[src/rtl/capture_sequencer.sv]
// capture_sequencer: shutter-driven erase/expose/two-row-readout sequencer with frame-store handoff
module capture_sequencer #(
  parameter int EXP_MIN = 2,
  parameter int EXP_MAX = 30,
  parameter int READ_CYCLES = 4
) (
  input  logic       Clk,
  input  logic       Reset,
  input  logic       Init,
  input  logic       Abort,
  input  logic [4:0] Exp_time,
  input  logic       Frame_ready,
  output logic       Erase,
  output logic       Expose,
  output logic       NRE_1,
  output logic       NRE_2,
  output logic       ADC,
  output logic       Frame_valid,
  output logic       Busy,
  output logic [7:0] Frame_count
);
  localparam int CW = $clog2((EXP_MAX > READ_CYCLES ? EXP_MAX : READ_CYCLES) + 1);
  typedef enum logic [2:0] {IDLE, EXPOSE, GAP_EXP, READ1, GAP_ROW, READ2, HANDOFF} state_t;
  state_t state, state_n;
  logic [CW-1:0] cnt, cnt_n;
  logic [4:0] exp_c;
  logic pending, pending_n, start, done, cnt_zero;
  assign exp_c = Exp_time < 5'(EXP_MIN) ? 5'(EXP_MIN) : Exp_time > 5'(EXP_MAX) ? 5'(EXP_MAX) : Exp_time;
  assign start = state == IDLE && (Init || pending) && !Abort;
  assign done = state == HANDOFF && Frame_ready && !Abort;
  assign cnt_zero = cnt == '0;
  assign pending_n = (start || Abort) ? 1'b0 : (Init && state != IDLE) ? 1'b1 : pending;
  always_comb begin
    state_n = state;
    cnt_n = cnt - CW'(1);
    case (state)
      IDLE: begin
        state_n = start ? EXPOSE : IDLE;
        cnt_n = start ? CW'(exp_c - 5'd1) : cnt;
      end
      EXPOSE: state_n = cnt_zero ? GAP_EXP : EXPOSE;
      GAP_EXP: begin
        state_n = READ1;
        cnt_n = CW'(READ_CYCLES - 1);
      end
      READ1: state_n = cnt_zero ? GAP_ROW : READ1;
      GAP_ROW: begin
        state_n = READ2;
        cnt_n = CW'(READ_CYCLES - 1);
      end
      READ2: state_n = cnt_zero ? HANDOFF : READ2;
      HANDOFF: begin
        state_n = Frame_ready ? IDLE : HANDOFF;
        cnt_n = cnt;
      end
      default: state_n = IDLE;
    endcase
    if (Abort && state != IDLE) state_n = IDLE;
  end
  always_ff @(posedge Clk) begin
    if (Reset) begin
      state <= IDLE;
      cnt <= '0;
      pending <= 1'b0;
      Frame_count <= 8'd0;
    end else begin
      state <= state_n;
      cnt <= cnt_n;
      pending <= pending_n;
      Frame_count <= done ? Frame_count + 8'd1 : Frame_count;
    end
  end
  assign Erase = state == IDLE;
  assign Expose = state == EXPOSE;
  assign NRE_1 = state != READ1;
  assign NRE_2 = state != READ2;
  assign ADC = (state == READ1 || state == READ2) && cnt_zero;
  assign Frame_valid = state == HANDOFF;
  assign Busy = state != IDLE;
endmodule
[config.mk]
export PLATFORM = sky130hd
export DESIGN_NAME = capture_sequencer
export DESIGN_NICKNAME = d
export VERILOG_FILES = /design/src/rtl/capture_sequencer.sv
export SDC_FILE = /design/constraint.sdc
export NUM_CORES = 1
export LEC_CHECK = 0
export CAP_MARGIN = 0
export CORE_MARGIN = 2
export CORE_UTILIZATION = 52
export CTS_CLUSTER_DIAMETER = 100
export DETAILED_ROUTE_END_ITERATION = 8
export GPL_ROUTABILITY_DRIVEN = 0
export PLACE_DENSITY = 0.83
export SLEW_MARGIN = 40
export SYNTH_ARGS = -nofsm -noshare
export SYNTH_HDL_FRONTEND = slang
export SYNTH_SLANG_ARGS = --single-unit
[constraint.sdc]
create_clock -name Clk -period 4.35 [get_ports Clk]
set_input_delay 0.6525 -clock Clk [delete_from_list [all_inputs] [get_ports Clk]]
set_output_delay 0.6525 -clock Clk [all_outputs]
set_load 0.03 [all_outputs]
==> results by group <==
Logic synthesis
  • Combinational family with the most area after synthesis: simple AND/OR/NAND/NOR gates
  • Number of enable flip-flop cells after synthesis: 0
  • Sequential share of the synthesized area: 0.333
  • Syn Area/Cell: just under 9 um^2
  • FF+latch count, synth: 17
  • Asr flop ratio synth: 0
  • Synthesized Nets: 130
  • Yosys warns: 0
  • XOR/XNOR Fraction of Synth Area: 0.0686
  • Simple-gate share of the synthesized area: 0.288
  • Gate Count Post-Synth: 118
  • Ys flop type: dfxtp_1
  • Post-synthesis mux area share: 0.0699
  • Synth cell types: 40
  • Post-synthesis adder-cell area fraction: 0.0245
  • Compound-Gate Fraction of Synth Area: 0.169
  • Post-Synthesis Cell Area: about 1000 um^2

GRT
  • Total GRT Usage: 0.210
  • Met2 GRT Util: 0.403
  • GR peak layer: met2
  • Largest net degree at the start of global routing: 15
  • GRT overflow: 0
  • Vias in the first global route: slightly above 900
  • M3 GR Usage: 0.0185
  • First-pass GRT wire length: between 3 and 4 mm
  • Initial antenna violation count: 0
  • Met1 Use GR: 0.246

Timing
  • Final period utilization: 0.663
  • RSZ-0062 raised after global routing: false
  • Final Skew: 0.00325 ns
  • Minimum clock period: ~2.9 ns
  • Final Hold Viols: 0
  • Final Slew Violations: 0
  • Fmax: 347 MHz
  • Slew @ Worst Pin: around 0.5 ns
  • Max-slew headroom: 0.663
  • Final Setup Violations: 0
  • Setup total negative slack: 0 ns

Die
  • Die ar.: approximately 2300 um^2
  • FP Rows: 16
  • Ports: 25
  • Core area: ~1900 um^2
  • Die Ht: between 40 and 50 um
  • Initial Util: 0.537
  • Die width: approximately 48 um

Clock tree
  • Setup repair bufs after CTS: 0
  • Depth of the CTS H-tree: 1
  • CTS sink count: 17
  • Worst-case clock buffer depth: 2
  • Resized Gates After CTS: 0
  • Clock insertion delay at the later pin of the skew report: 0.28 ns
  • CTS Buf Count: 3
  • TritonCTS clock tree: yes
  • CTS Hold Bufs: 0
  • Clk pin slew, worst setup/hold paths: 0.10 ns
  • CTS root buf: clkbuf_4

Placement
  • Port bufs: 24
  • DPL Wire Length: between 1.5 and 2 mm

Setup path
  • RR Startpoint: state[1]
  • Reg2reg path depth: 8
  • CP Buf/Inv Count: 1
  • R2R Setup Slk: 1.98 ns
  • CP cell instances: or3_1 -> nor3_1 -> a21boi_0 -> clkdlybuf4s50_1
  • Critical Path Slowest Stage Cell: clkdlybuf4s50_1
  • CP required: about 3.7 ns
  • WS Path Type: reg2out
  • Reg2reg end: cnt[4]
  • Maximum fanout along the worst path: 4
  • Max incr delay on CP: ~0.7 ns
  • Startpoint types: register
  • CP arrival: about 2.2 ns
  • Critical path's top delay family: simple AND/OR/NAND/NOR gates
  • Worst setup EP type: output pin

Route
  • Routed vias/inst: around 5.7
  • Drt pass-1 iters: 4
  • Routed len/inst: between 10 and 15 um
  • Via Count: about 970
  • Initial drt markers: 5
  • Antenna Nets Post-Route: 0
  • Total Wirelength: around 2.3 mm
  • # DRC: 0

Layout
  • P&R area growth vs syn: 27.3%
  • Layout cells sized above 1: 0.0775
  • Final core utilization: 0.684
  • ANT cells: 0
  • Fin nets: 155

Min path
  • Hold EP: Frame_count[7]
  • Worst hold start: Frame_count[7]
  • HP Class: reg2reg
  • Hold depth: 2

Pwr
  • Leakage: around 0.47 nW
  • P_sw: around 0.18 mW
  • Logic gate share of total power: 0.409
  • VDD IR max: between 0.15 and 0.2 mV
  • Clock power share: 0.175
  • Sequential share of power: 0.417
  • Internal Power: approximately 0.30 mW
  • Switching share of power: 0.375
  • Power per cell area: approximately 370 nW/um^2

Run status
  • Status: complete, no violations

Flow run
  • Max cap viols: 0
## metal layers
metal / part of all wire / wire length, um
met1: 0.45 / 1010
met2: 0.53 / 1190
met3: 0.019 / 42
met4: 0.0062 / 14
met5: 0 / 0
## how the worst max path moves through the flow
| stage | cells after the start | endpoint | start |
|---|---|---|---|
| global placement | 8 | cnt[4] | Exp_time[2] |
| detailed placement | 8 | cnt[4] | Exp_time[2] |
| floorplan | 7 | cnt[4] | Exp_time[1] |
| global route | 4 | ADC | cnt[0] |
| CTS | 4 | ADC | cnt[0] |
| finish | 4 | ADC | cnt[0] |
## cells in the final DEF (no fill, tap or decap), types with 3 or more instances in the layout
master,Yosys,layout
a21oi_1,5,5
a32o_1,3,3
clkbuf_4,0,3
clkdlybuf4s50_1,0,24
dfxtp_1,17,17
inv_1,7,7
mux2i_1,6,6
nand2_1,4,4
nand4_1,4,4
nor2_1,14,14
nor3_1,9,9
nor4_1,4,4
xnor2_1,7,7
## cell families after synthesis
family                   Yosys count
AND/OR/NAND/NOR                   51
AO/OA/AOI/OAI                     22
flip-flops                        17
buffers and inverters             11
XOR/XNOR                           8
multiplexers                       7
adder cells (fa/ha/maj)            2
## area by class of cell
type	count	area (um^2)
tap	27	33.8
clock buffer	4	26.3
multi-input combinational	90	633
fill	158	602
inverter	7	26.3
sequential	17	340
timing repair buffer	24	240
## tightest hold or removal path, stage by stage, from the launching register on
cell and delay [ns]:
dfxtp_1 0.36, xnor2_1 0.08, nor2_1 0.07
## through the flow
| step | area [um^2] | hold WS (ns) | worst slack (ns) | instances | total power [mW] |
|---|---|---|---|---|---|
| 2_1_floorplan | 1020 | 0.496 | 1.97 | 118 | 0.344 |
| 3_5_place_dp | 1270 | 0.520 | 1.29 | 165 | 0.400 |
| 6_report | 1300 | 0.537 | 1.47 | 169 | 0.483 |
| 5_1_grt | 1300 | 0.605 | 1.37 | 169 | 0.512 |
| 4_1_cts | 1300 | 0.543 | 1.46 | 169 | 0.483 |
| 3_3_place_gp | 1270 | 0.504 | 1.39 | 165 | 0.395 |
## state kept, by name, indices dropped and copies added, names as in the netlist
name         flops
Frame_count      8
pending          1
state            3
cnt              5
## power by group through the flow
stage          Combinational, mW  Clock [mW]  Sequential [mW]
3_5_place_dp               0.196           0            0.204
3_3_place_gp               0.191           0            0.204
5_1_grt                    0.217      0.0903            0.205
2_1_floorplan              0.154           0            0.191
6_report                   0.197      0.0842            0.201
4_1_cts                    0.197      0.0849            0.201
## cell usage after synthesis, types with 2 or more instances
master / n / share of area
nor2_1: 14 / 0.051
a32o_1: 3 / 0.029
o21ai_0: 2 / 0.0098
ha_1: 2 / 0.025
nor3_2: 2 / 0.020
buf_2: 2 / 0.0098
inv_1: 7 / 0.026
nor4_1: 4 / 0.025
nor2b_1: 2 / 0.012
dfxtp_1: 17 / 0.33
nor3_1: 9 / 0.044
o31a_1: 2 / 0.017
nand4_1: 4 / 0.025
xnor2_1: 7 / 0.060
mux2i_1: 6 / 0.059
nor3b_1: 2 / 0.015
nand3b_1: 2 / 0.015
nand2_1: 4 / 0.015
a31o_2: 2 / 0.017
a21oi_1: 5 / 0.025
No activity file was read; power rests on OpenSTA's default activity.
